## src/rtl/rr_mux2_arbiter.sv

```systemverilog
`default_nettype none
// ============================================================================
// Module      : rr_mux2_arbiter
// Description : Round-robin arbiter feeding the 2:1 data mux. It accepts
//               two valid/ready streams (A, B), grants at most one transfer
//               per cycle and presents the winning word on a registered
//               valid/ready output, together with the select `s` that
//               produced it (0 = A, 1 = B).
//
// Parameters  : WIDTH  - data width of a_data, b_data, y_data
//               CNT_W  - width of the optional grant counters
//
// Ports       : clk, rst_n               clock / async active-low reset
//               a_valid, a_data, a_ready source A stream
//               b_valid, b_data, b_ready source B stream
//               y_valid, y_data, y_ready output stream
//               s                        select of the word in y_data
//               cnt_a, cnt_b             saturating grant counters
//
// Optional    : RR_MUX2_ARBITER_CNT_EN - when defined, cnt_a/cnt_b count
//               grants and saturate at all-ones; when undefined they are
//               tied to zero and no counter flops exist. Ports are the same
//               in both builds.
//
// Revision    : 1.0 - initial release
// ============================================================================
module rr_mux2_arbiter #(
  parameter int WIDTH = 8,
  parameter int CNT_W = 16
) (
  input  logic             clk,
  input  logic             rst_n,
  input  logic             a_valid,
  input  logic [WIDTH-1:0] a_data,
  output logic             a_ready,
  input  logic             b_valid,
  input  logic [WIDTH-1:0] b_data,
  output logic             b_ready,
  output logic             y_valid,
  output logic [WIDTH-1:0] y_data,
  input  logic             y_ready,
  output logic             s,
  output logic [CNT_W-1:0] cnt_a,
  output logic [CNT_W-1:0] cnt_b
);

  // Which source wins when both request in the same cycle.
  typedef enum logic [0:0] {
    PRI_A = 1'b0,
    PRI_B = 1'b1
  } state_t;

  state_t             state_q;
  logic               y_valid_q;
  logic [WIDTH-1:0]   y_data_q;
  logic               s_q;

  logic               w_out_free;
  logic               w_a_xfer;
  logic               w_b_xfer;

  // The output register can take a new word if it is empty or being drained
  // this cycle; this lets a drain and a load coincide without a bubble.
  assign w_out_free = !y_valid_q || y_ready;

  // Readies never look at the requester's own valid, only at the competitor,
  // so at most one of them is high whenever both sources request.
  assign a_ready  = w_out_free && ((state_q == PRI_A) || !b_valid);
  assign b_ready  = w_out_free && ((state_q == PRI_B) || !a_valid);

  assign w_a_xfer = a_valid && a_ready;
  assign w_b_xfer = b_valid && b_ready;

  // Arbitration state and registered output stage.
  always_ff @(posedge clk or negedge rst_n) begin
    if (!rst_n) begin
      state_q   <= PRI_A;
      y_valid_q <= 1'b0;
      y_data_q  <= '0;
      s_q       <= 1'b0;
    end else if (w_a_xfer) begin
      y_data_q  <= a_data;
      y_valid_q <= 1'b1;
      s_q       <= 1'b0;
      state_q   <= PRI_B;
    end else if (w_b_xfer) begin
      y_data_q  <= b_data;
      y_valid_q <= 1'b1;
      s_q       <= 1'b1;
      state_q   <= PRI_A;
    end else if (w_out_free) begin
      // Drained with nothing to replace it: data and select keep their last
      // value so the output bus does not toggle needlessly.
      y_valid_q <= 1'b0;
    end
  end

  assign y_valid = y_valid_q;
  assign y_data  = y_data_q;
  assign s       = s_q;

`ifdef RR_MUX2_ARBITER_CNT_EN
  localparam logic [CNT_W-1:0] c_cnt_one = 1;

  logic [CNT_W-1:0] cnt_a_q;
  logic [CNT_W-1:0] cnt_b_q;

  // Grant counters stop at all-ones instead of wrapping.
  always_ff @(posedge clk or negedge rst_n) begin
    if (!rst_n) begin
      cnt_a_q <= '0;
      cnt_b_q <= '0;
    end else begin
      if (w_a_xfer && (cnt_a_q != '1)) begin
        cnt_a_q <= cnt_a_q + c_cnt_one;
      end
      if (w_b_xfer && (cnt_b_q != '1)) begin
        cnt_b_q <= cnt_b_q + c_cnt_one;
      end
    end
  end

  assign cnt_a = cnt_a_q;
  assign cnt_b = cnt_b_q;
`else
  assign cnt_a = '0;
  assign cnt_b = '0;
`endif

endmodule
`default_nettype wire
```

## config.mk

```make
export PLATFORM = sky130hd
export DESIGN_NAME = rr_mux2_arbiter
export DESIGN_NICKNAME = d
export VERILOG_FILES = /design/src/rtl/rr_mux2_arbiter.sv
export SDC_FILE = /design/constraint.sdc
export NUM_CORES = 1
export LEC_CHECK = 0
export CORE_MARGIN = 10
export CORE_UTILIZATION = 36
export CTS_BUF_LIST = sky130_fd_sc_hd__clkbuf_8 sky130_fd_sc_hd__clkbuf_16
export DETAILED_ROUTE_END_ITERATION = 8
export PLACE_DENSITY_LB_ADDON = 0.3
export SLEW_MARGIN = 20
export SYNTH_ARGS = -nofsm -noshare
export SYNTH_HDL_FRONTEND = slang
export SYNTH_SLANG_ARGS = --single-unit
```

## constraint.sdc

```tcl
create_clock -name clk -period 3 [get_ports clk]
set_input_delay 0.6 -clock clk [delete_from_list [all_inputs] [get_ports clk]]
set_output_delay 0.6 -clock clk [all_outputs]
set_load 0.05 [all_outputs]
```

==> reports/qor.txt, run 1 <==
CTS max path bufs = 2
placed insts = 149
hold buffers post-CTS = 0
Ys Warns = 0
FMAX = 416 MHz
vias = 725
DPL Wire Length = 1900 um
RSZ-0062 raised after global routing = no
layout cells sized above 1 = 0.0960
crit path capture type = primary output
post_cts resized = 0
Cell Rows = 17
Worst Setup Start Kind = input port
post-synthesis mux area share = 0
final core utilization = 0.502
post-synthesis sequential area ratio = 0.326
router iterations before antenna repair = 4
clock power share = 0.217
WL per Instance = 15.5 um
vias in the first global route = 752
Max stage delay on crit path = 0.48 ns
Post-Synth XOR/XNOR Area = 0
Sw Pwr = 319 uW
gr ovfl total = 0
Worst-Skew Late Latency = 0.24 ns
minimum clock period = 2.40 ns
Setup CP Type = input port to primary output
DIE HEIGHT = 68.4 um
final hold violation count = 0
period utilisation layout = 0.801
compound-cell area share of the yosys netlist = 0.180
Starting DRT DRC Count = 28
initial antenna violation count = 0
diodes inserted = 0
Die Wd = 68.4 um
# port buffers = 32
Seq pwr share = 0.291
Comb power frac = 0.492
Final nets = 147
vias per cell = 4.74
Core Box Area = 2210 sq um
largest net degree at the start of global routing = 22
Crit path max-delay family = buffers and inverters
Sw Ratio = 0.470
Max-cap violations = 0
Req. time, crit path = 2.40 ns
Tot Pwr = 679 uW
grt met2 use = 0.143
final slew viol count = 0
cell-by-cell listing of the critical path = clkdlybuf4s50_1, and2b_1, a21oi_2, buf_12
clock root cell = clkbuf_8
Initial Util = 0.381
post-synthesis simple-gate area fraction = 0.148
Post-CTS Setup Bufs = 0
mean area per synthesized cell = 8.97 sq um
status = finished clean
Peak VDD IR = 0.230 mV
worst-path fanout max = 9
htree depth = 1
met1 usage = 0.111
FILL cells = 223
mapped cell area = 843 sq um
die area = 4680 sq um
area growth from synthesis to layout = 31.8%
CTS Sinks = 11
CP bufs+invs = 2
fin cells = 153
DRC = 0
final wirelength = 2370 um
largest family of logic cells by synthesized area = buffers and inverters
CTS Buf Count = 3
Static Leak = 0.495 nW
Top Ports = 65
GRT Total Usage = 0.0945
headroom to the max-slew limit = 0.661
Crit-path slowest cell = clkdlybuf4s50_1
final clock skew = 0.000616 ns
Setup TNS = 0 ns
worst min path class = flip-flop to flip-flop
Power Density = 611 nW/um^2
Yosys reg bits = 11
Internal = 360 uW
Worst EP arrival = 1.80 ns
M3 GR Usage = 0.0424
CTS tree = yes
Top Usage Layer GRT = met2
worst-margin pin slew = 0.507 ns
Synth Area in Adders = 0
Setup violations, final = 0
Clock transition at path regs = 0.05 ns
Routed Antenna Nets = 0
Placer Congestion = 0.736
Mapped Cells = 94
Synth cell types = 18
first-pass GRT wire length = 3440 um
[logic make-up after synthesis]
logic type	count (synthesis)
buffers and inverters	39
flip-flops	11
AO/OA/AOI/OAI	22
AND/OR/NAND/NOR	21
other	1
[per-layer routing]
metal,part of all wire,vias up
met2,0.49,45
met1,0.40,337
met4,0.015,0
met3,0.093,5
met5,0,-
li1,-,338
[final cells by class]
class                           instances  area, sq um  area share
Tap cell                               28         35.0      0.0315
Clock buffer                            3         41.3      0.0372
Sequential cell                        11          275       0.248
Multi-Input combinational cell         75          397       0.357
Inverter                                1         3.75     0.00338
Timing Repair Buffer                   34          355       0.320
Clock inverter                          1         3.75     0.00338
[layout by cell type, fill, tap and decap left out]
master / n
inv_2: 1
a21oi_1: 2
dfrtp_1: 11
buf_12: 2
clkbuf_8: 3
clkdlybuf4s50_1: 30
nand3_1: 8
buf_4: 2
a21oi_2: 2
a31oi_1: 1
and2b_1: 1
o2111ai_1: 8
nand2b_4: 1
conb_1: 32
nor2_2: 1
inv_1: 1
nand2_1: 2
nand4_1: 8
o21a_1: 1
o21ai_1: 8
[path summary, 6_finish.rpt]
check / start / endpoint / slack (ns) / cells after the start
worst max-delay path: y_ready / a_ready / 0.60 / 4
worst min-delay path: y_data[4]$_DFFE_PN0P_ / y_data[4]$_DFFE_PN0P_ / 0.51 / 2
worst max register to register: state_q$_DFFE_PN0P_ / y_data[0]$_DFFE_PN0P_ / 1.72 / 3
worst min register to register: y_data[4]$_DFFE_PN0P_ / y_data[4]$_DFFE_PN0P_ / 0.51 / 2
max in group asynchronous: rst_n / y_data[0]$_DFFE_PN0P_ / 1.96 / 1
min in group asynchronous: rst_n / y_data[4]$_DFFE_PN0P_ / 0.70 / 1
[per-stage QoR]
step	hold slack (ns)	setup slack (ns)	area [sq um]
2_1_floorplan	0.304	0.949	960
3_3_place_gp	0.495	0.632	1070
3_5_place_dp	0.502	0.605	1070
4_1_cts	0.515	0.596	1110
5_1_grt	0.542	0.510	1110
6_report	0.511	0.598	1110
[registers in the layout, summed over array words and instances, names as in the netlist]
signal   count
y_data       8
y_valid      1
state_q      1
s            1
[power by group through the flow]
stage          logic, mW  registers [mW]  clock network, mW
2_1_floorplan      0.194           0.269                  0
3_3_place_gp       0.333           0.199                  0
3_5_place_dp       0.333           0.200                  0
4_1_cts            0.334           0.198              0.146
5_1_grt            0.350           0.200              0.160
6_report           0.334           0.197              0.147
[cells in the mapped netlist, drive strengths merged]
| master | instances | area (sq um) |
|---|---|---|
| a21oi | 4 | 27.5 |
| a31oi | 1 | 6.26 |
| and2b | 1 | 7.51 |
| buf | 38 | 284 |
| conb | 1 | 3.75 |
| dfrtp | 11 | 275 |
| inv | 1 | 3.75 |
| nand2 | 2 | 7.51 |
| nand2b | 1 | 13.8 |
| nand3 | 8 | 40.0 |
| nand4 | 8 | 50.1 |
| nor2 | 1 | 6.26 |
| o2111ai | 8 | 70.1 |
| o21a | 1 | 7.51 |
| o21ai | 8 | 40.0 |
[tightest hold or removal path, stage by stage, from the launching register on]
cell and delay, ns:
dfrtp_1 0.34, o21ai_1 0.07, nand3_1 0.07
(Power assumes the default switching activity.)
==> run 2, diff against run 1 <==
Settings changed: CORE_UTILIZATION 36 to 30.
Clock period 3 ns to 2.17 ns, I/O delays scaled along.
==> run 2 against run 1 <==
Clock skew is essentially flat. Worst hold slack lost 0.0088 ns. Routed wire length is 5.1% higher. Sequential share of layout area decreased by 0.41 points. Non-clock buffer count up 2. Critical path depth did not move. Core utilization fell by 8.9 points. Power grew 39%. Flip-flop and latch count unchanged. Setup slack got worse by 0.37 ns. Clock power up 39%. Largest cell class unchanged. Cell area increased by 1.7%.
==> reports/qor.txt, run 2 (same netlist as run 1, synthesis figures left out) <==
status = finished clean
worst-path fanout max = 2
Comb power frac = 0.495
Setup CP Type = input port to primary output
Starting DRT DRC Count = 48
worst min path class = flip-flop to flip-flop
max reg flops = 8
final clock skew = 0.000692 ns
Worst Setup Start Kind = input port
DRC = 0
Routed Antenna Nets = 0
layout cells sized above 1 = 0.110
CTS max path bufs = 2
Crit path max-delay family = buffers and inverters
vias per cell = 4.49
Core Box Area = 2730 sq um
most common cell after layout, fill and taps aside = conb_1
Worst-Skew Late Latency = 0.24 ns
Power Density = 835 nW/um^2
DIE HEIGHT = 73.0 um
DP Area = 1080 sq um
Sw Ratio = 0.470
gr ovfl total = 0
CTS Buf Count = 3
period utilisation layout = 0.895
CTS tree = yes
Req. time, crit path = 1.74 ns
diodes inserted = 0
crit path capture type = primary output
vias in the first global route = 799
FMAX = 515 MHz
WHS = 0.502 ns
Seq pwr share = 0.288
post_cts resized = 0
Top Ports = 65
first-pass GRT wire length = 3740 um
Placer Congestion = 0.757
final instance area = 1130 sq um
final hold violation count = 0
Worst R2R Start = state_q$_DFFE_PN0P_
area growth from synthesis to layout = 34.0%
Die Wd = 73.0 um
headroom to the max-slew limit = 0.643
worst setup path start = y_ready
min-delay src = y_data[0]$_DFFE_PN0P_
Final nets = 149
cell-by-cell listing of the critical path = clkdlybuf4s50_1, and2b_1, a21oi_2, buf_12
vias = 710
CTS Sinks = 11
initial antenna violation count = 0
Post-CTS Setup Bufs = 0
Sw Pwr = 443 uW
GRT Total Usage = 0.0890
Setup TNS = 0 ns
CP bufs+invs = 2
WL per Instance = 15.8 um
die area = 5330 sq um
most frequent cells in the layout = conb_1, clkdlybuf4s50_1, dfrtp_1
clock power share = 0.217
Peak VDD IR = 0.390 mV
minimum clock period = 1.94 ns
hold buffers post-CTS = 0
Worst EP arrival = 1.51 ns
Crit-path slowest cell = clkdlybuf4s50_1
Max-cap violations = 0
clock root cell = clkbuf_8
Cell Rows = 19
final wirelength = 2490 um
DPL Wire Length = 1970 um
Max stage delay on crit path = 0.47 ns
Static Leak = 0.505 nW
# port buffers = 32
Setup violations, final = 0
RSZ-0062 raised after global routing = no
largest net degree at the start of global routing = 21
Clock transition at path regs = 0.05 ns
Internal = 500 uW
Initial Util = 0.308
worst-margin pin slew = 0.534 ns
router iterations before antenna repair = 4
final slew viol count = 0
htree depth = 1
-- run 2: area by class of cell --
type / count / area, sq um
Clock buffer: 3 / 41.3
Timing Repair Buffer: 36 / 370
Sequential cell: 11 / 275
Fill cell: 280 / 1600
Tap cell: 31 / 38.8
Inverter: 1 / 3.75
Multi-Input combinational cell: 75 / 397
Clock inverter: 1 / 3.75
-- run 2: power by group through the flow --
stage | Clock (mW) | Sequential (mW) | Combinational (mW)
finish | 0.205 | 0.272 | 0.467
global route | 0.225 | 0.278 | 0.490
CTS | 0.209 | 0.273 | 0.468
detailed placement | 0 | 0.276 | 0.467
global placement | 0 | 0.274 | 0.465
floorplan | 0 | 0.372 | 0.268
-- run 2: worst reg2reg max path: stages, from the launching register on --
cell	delay, ns
dfrtp_1	0.59
nand2_1	0.31
nand4_1	0.18
nand3_1	0.08
-- run 2: path summary, 6_finish.rpt --
kind | to | depth (start not counted) | slack (ns)
max | a_ready | 4 | 0.23
min | y_data[0]$_DFFE_PN0P_ | 2 | 0.50
max reg2reg | y_data[3]$_DFFE_PN0P_ | 3 | 0.89
min reg2reg | y_data[0]$_DFFE_PN0P_ | 2 | 0.50
max in group asynchronous | y_data[4]$_DFFE_PN0P_ | 1 | 1.27
min in group asynchronous | y_data[6]$_DFFE_PN0P_ | 1 | 0.55
-- run 2: metrics by stage --
step | instances | power, mW | util | setup slack [ns]
after floorplan | 125 | 0.640 | - | 0.285
after global placement | 154 | 0.739 | 0.397 | 0.241
final | 158 | 0.944 | 0.413 | 0.229
after global routing | 158 | 0.993 | 0.413 | 0.169
after CTS | 158 | 0.950 | 0.413 | 0.224
after detailed placement | 154 | 0.743 | 0.397 | 0.237
-- run 2: layer usage --
| layer | wire length (um) | track usage | up-vias |
|---|---|---|---|
| li1 | - | - | 342 |
| met1 | 958 | 0.0932 | 323 |
| met2 | 1140 | 0.139 | 41 |
| met3 | 356 | 0.0503 | 4 |
| met4 | 34 | 0.0443 | 0 |
| met5 | 0 | 0 | - |
==> patch 1: new RTL, settings of run 2 <==
The option `RR_MUX2_ARBITER_CNT_EN` is turned on by a define.
--- a/src/rtl/rr_mux2_arbiter.sv
+++ b/src/rtl/rr_mux2_arbiter.sv
@@ -24,6 +24,8 @@
 //
 // Revision    : 1.0 - initial release
 // ============================================================================
+`define RR_MUX2_ARBITER_CNT_EN
+
 module rr_mux2_arbiter #(
   parameter int WIDTH = 8,
   parameter int CNT_W = 16
Formal check against the unedited RTL: not equivalent (a bounded check fails within 4 cycles, from zero or initial values and one cycle with rst_n low).
==> patch 1 against run 2 <==
  * Sequential cell count grew 32
  * Count of clock-buffer cells in the layout grew 4
  * Total power grew to 3.4 times the old value
  * Non-clock buffer count grew 35
  * Worst setup slack lost 0.14 ns
  * Clock power grew to 2.7 times the old value
  * Utilization grew 3.1 points
  * Routed wire length grew 120%
  * Combinational power grew to 3.0 times the old value
  * Cell area grew to 2.7 times the old value
  * Hold slack lost 0.29 ns
  * Area after synthesis grew 150%
  * Fmax shrank 6.7%
  * Critical endpoint is now cnt_a[5]
  * Largest cell class is now registers
  * Largest power group unchanged
==> patch 1: results (changes against run 2) <==
Worst setup path
  • R2r worst-path depth: 5 (+2)
  • Crit path capture: cnt_a[5]
  • Worst path max stage delay: 0.86 ns (+0.39 ns)
  • CP max FO: 7 (+5)
  • Data arrival, critical path: 1.65 ns (+0.14 ns)
  • RR Startpoint: cnt_b[0]
  • Critical Path Source: cnt_a[5]
  • Reg-to-reg critical path endpoint: cnt_b[10]
  • FF-to-FF setup slack: 0.38 ns (-0.51 ns)

Final layout
  • Diode count: 0 (unchanged)
  • Area delta synth->final: 43.8%
  • Nets@finish: 294 (+97%)
  • Non-Filler Instances: 368 (+130%)
  • FILL cells: 668 (+140%)
  • Layout cells sized above 1: 9.56% (-1.5 points)

Global routing
  • Global-route usage over all layers: 10.3% (+1.4 points)
  • Vias in the first global route: 1767 (+120%)
  • First-pass GRT wire length: 9.35 mm (+150%)
  • Largest net degree at the start of global routing: 36 (+71%)
  • Initial antenna violation count: 0 (unchanged)

Synth
  • Mapped Avg Cell Area: 10.6 µm² (+18%)
  • Synth unique cells: 36 (+18)
  • Synth area leader: dfrtp_1
  • Main area contributors after synthesis: dfrtp_1 51%, xor2_1 9.2%, nand2_1 4.5%
  • Asr flop ratio synth: 100% (unchanged)
  • Top cell types by occurrence after synthesis: 43 x dfrtp_1, 25 x nand2_1, 22 x xor2_1
  • Sequential share of the synthesized area: 51.3% (+19 points)
  • Syn nets: 221

Place
  • Detailed placement HPWL: 4.16 mm (+110%)
  • Area after DPL: 2920 µm² (+170%)
  • Gp weighted congestion: 0.768 (+1.4%)
  • Placement Setup Slack: 0.0539 ns (-0.183 ns)
  • Placed cells: 360 (+130%)
  • IO buf count: 64 (+100%)

CTS
  • H-tree Lvls: 2 (+1)
  • Clock slew at reported path FFs: 0.09 ns (+0.04 ns)
  • Clk_lat worst skew: 0.30 ns (+0.06 ns)
  • Number of buffers created by CTS: 5 (+2)

Worst hold path
  • Hold WC Path Type: input port to asynchronous set/reset pin

STA
  • Hold_ws: 0.215 ns (-0.287 ns)
  • Rel. slew slack: 47.3% (-17 points)
  • Clock Skew: 0.0103 ns (+0.00964 ns)
  • Min cycle time layout: 2.08 ns (+0.140 ns)

Outcome
  • Status: finished clean

Drt
  • Wirelength per Cell: 15.0 µm (-4.9%)
  • Via-to-Cell Ratio: 4.76 (+6.0%)
  • Iteration-0 DRC Markers: 103 (+110%)

Power
  • Static leakage: 1.28 nW (+150%)
  • Peak supply drop: 0.910 mV (+130%)
patch 1: cell types whose count changed in the layout (fill, tap and decap cells not counted), moves of 7 or more:
cell	before	now
a22oi_1	0	8
clkdlybuf4s50_1	30	61
conb_1	32	0
dfrtp_1	11	43
nand2_1	2	25
nor3_1	0	10
nor4_1	0	11
o2111ai_1	8	0
o21ai_1	8	1
xor2_1	0	22
patch 1: worst min-delay path by stage:
stage,end,cells past startpoint
CTS,cnt_b[6],1
global placement,y_data[5],2
finish,cnt_b[6],1
floorplan,cnt_a[0],0
global route,cnt_b[1],1
detailed placement,y_data[7],2
patch 1: logic make-up (layout without fill, tap and decap cells):
group,Yosys count,count (layout),synth area share [%]
and+or+nand+nor,98,98,27.5
DFF,43,43,51.3
xor gates and xnor gates,25,25,10.4
AOI/OAI and AO/OA,20,20,6.26
buffers and inverters,7,81,1.37
muxes,3,3,1.97
adders and majority gates,2,2,1.19
patch 1: cell type report:
type | instances | share of cell area, %
Tap cell | 96 | 3.98
Timing Repair Buffer | 71 | 23.9
Multi-Input combinational cell | 148 | 32.9
Sequential cell | 43 | 35.7
Inverter | 2 | 0.249
Clock inverter | 1 | 0.124
Clock buffer | 7 | 3.19
patch 1: where the power goes:
| group | switching [mW] | internal, mW | leakage [nW] |
|---|---|---|---|
| Combinational | 0.903 | 0.502 | 0.701 |
| Clock | 0.274 | 0.286 | 0.0557 |
| Sequential | 0.233 | 0.971 | 0.523 |
| Total | 1.41 | 1.76 | 1.28 |
patch 1: per-layer routing:
layer	share of wire (%)	wire [µm]	track usage [%]
met1	47	2620	13.8
met2	45	2490	15.0
met3	6.8	378	4.09
met4	0.76	42	2.42
met5	0	0	0
==> patch 2: new RTL, settings of run 2 <==
Made on the original files. The parameter `CNT_W` goes from 16 to 32.
--- a/src/rtl/rr_mux2_arbiter.sv
+++ b/src/rtl/rr_mux2_arbiter.sv
@@ -26,7 +26,7 @@
 // ============================================================================
 module rr_mux2_arbiter #(
   parameter int WIDTH = 8,
-  parameter int CNT_W = 16
+  parameter int CNT_W = 32
 ) (
   input  logic             clk,
   input  logic             rst_n,
Interface: changed (resized cnt_a and cnt_b); port bits go from 65 to 97. The function was not compared with the original's and may differ.
==> patch 2 against run 2 <==
  * Area after synthesis rose by 28%
  * Hold slack barely moved
  * Count of clock-buffer cells in the layout did not move
  * Critical endpoint unchanged
  * Routed wire length rose by 20%
  * Cell area rose by 12%
  * Utilization fell by 4.2 points
  * Fmax rose by 1.4%
  * Critical path depth did not move
  * Cell count rose by 30%
  * Worst setup slack improved by 0.028 ns
  * Total power rose by 12%
  * Sequential cell count did not move
  * Clock skew rose by 0.00052 ns
  * Via count rose by 13%
  * Largest cell class unchanged
==> patch 2: results (changes against run 2) <==
Outcome
  • Status: finished clean

Power
  • Static leakage: 0.608 nW (+21%)
  • Internal: 0.500 mW (about the same)
  • Peak supply drop: 0.232 mV (-41%)

Drt
  • Wirelength per Cell: 14.6 µm (-7.3%)
  • Iteration-0 DRC Markers: 69 (+44%)
  • Via-to-Cell Ratio: 3.92 (-13%)
  • DR pass1 iterations: 4 (unchanged)

Global routing
  • Initial antenna violation count: 0 (unchanged)
  • Met3 usage: 3.12% (-1.9 points)
  • Largest net degree at the start of global routing: 21 (unchanged)
  • GR Util met2: 14.4% (+0.42 points)
  • Vias in the first global route: 871 (+9.0%)
  • Global-route usage over all layers: 8.34% (-0.56 points)
  • First-pass GRT wire length: 4.36 mm (+17%)
  • Grt met1 use: 9.44% (+0.11 points)

STA
  • Hold_ws: 0.502 ns (+0.0000780 ns)
  • Clock Skew: 0.00121 ns (+0.000517 ns)
  • Slew @ Worst Pin: 0.512 ns (-0.0227 ns)

Worst setup path
  • Data arrival, critical path: 1.48 ns (-0.03 ns)
  • Reg-to-reg critical path endpoint: y_data[4]
  • Critical Path Source: y_ready
  • RR Startpoint: state_q
  • Delay-heaviest family, CP: buffers and inverters
  • CP max FO: 2 (unchanged)
  • FF-to-FF setup slack: 0.88 ns
  • R2r worst-path depth: 3 (unchanged)
  • Worst path max stage delay: 0.48 ns

Synth
  • Post-synthesis cell count: 126 (+34%)
  • Main area contributors after synthesis: buf_4 46%, dfrtp_1 25%, o2111ai_1 6.5%
  • Top cell types by occurrence after synthesis: 67 x buf_4, 11 x dfrtp_1
  • Yosys warning count: 0 (unchanged)
  • Asr flop ratio synth: 100% (unchanged)
  • Sequential share of the synthesized area: 25.4% (-7.2 points)

CTS
  • Post-cts sizing count: 0 (unchanged)
  • CTS max path bufs: 2 (unchanged)
  • H-tree Lvls: 1 (unchanged)
  • Postcts setup bufs: 0 (unchanged)
  • Clk_lat worst skew: 0.23 ns
  • Clock slew at reported path FFs: 0.05 ns (about the same)

Worst hold path
  • Hold path cells: 2 (unchanged)
  • Hold EP: y_data[5]
  • Hold path startpoint: y_data[5]
  • Hold WC Path Type: register to register

Final layout
  • Layout cells sized above 1: 8.81% (-2.2 points)
  • Nets@finish: 181 (+21%)
  • Diode count: 0 (unchanged)
  • Non-Filler Instances: 205 (+30%)
  • Max reg flops: 8 (unchanged)

Place
  • Detailed placement HPWL: 2.47 mm (+25%)
  • Gp weighted congestion: 0.729 (-3.8%)
  • Placement Setup Slack: 0.244 ns (+0.00690 ns)
  • Placed cells: 201 (+31%)
  • IO buf count: 32 (unchanged)

Job
  • Number of max-cap violations: 0 (unchanged)
## patch 2: cell count changes in the layout (fill, tap and decap cells not counted), sizes merged
cell / run 2 / this run
conb: 32 / 64
## patch 2: power groups by stage
stage,Sequential (mW),Clock (mW),Combinational (mW)
finish,0.273,0.197,0.590
global route,0.278,0.210,0.619
CTS,0.273,0.202,0.589
detailed placement,0.276,0,0.588
global placement,0.274,0,0.585
floorplan,0.372,0,0.433
## patch 2: worst min-delay path: stages (launching register included)
cell and delay, ns:
dfrtp_1 0.33, o21ai_1 0.06, nand3_1 0.07
## patch 2: stage by stage
step | utilization (%) | cell area (µm²)
finish | 37.1 | 1270
global route | 37.1 | 1270
CTS | 37.1 | 1270
detailed placement | 35.8 | 1220
global placement | 35.8 | 1220
floorplan | - | 1320
## patch 2: how the worst max path moves through the flow
stage | endpoint | slack, ns | cells after the start
CTS | a_ready | 0.25 | 4
finish | a_ready | 0.26 | 4
global route | a_ready | 0.21 | 4
floorplan | a_ready | 0.28 | 3
global placement | a_ready | 0.25 | 4
detailed placement | a_ready | 0.24 | 4
## patch 2: layout make-up
| cell class | count | area [µm²] |
|---|---|---|
| fillers | 363 | 2150 |
| flip-flops and latches | 11 | 275 |
| multi-input cells | 107 | 517 |
| well taps | 46 | 57.6 |
| repair buffers | 36 | 370 |
| clock buffers | 3 | 41.3 |
| clock inverters | 1 | 3.75 |
| inverters | 1 | 3.75 |
## patch 2: layer usage
| layer | wire length [µm] | share of wire [%] | up-vias |
|---|---|---|---|
| met5 | 0 | 0 | - |
| met4 | 8 | 0.27 | 0 |
| met3 | 338 | 11 | 2 |
| met2 | 1500 | 50 | 55 |
| met1 | 1150 | 38 | 373 |
| li1 | - | - | 374 |
## patch 2: cells by family (layout without fill, tap and decap cells)
kind of cell / after synthesis / in the layout / share of synthesized area [%]
AOI/OAI and AO/OA: 22 / 22 / 14.0
buffers and inverters: 71 / 41 / 48.7
DFF: 11 / 11 / 25.4
other: 1 / 64 / 0.346
and+or+nand+nor: 21 / 21 / 11.5
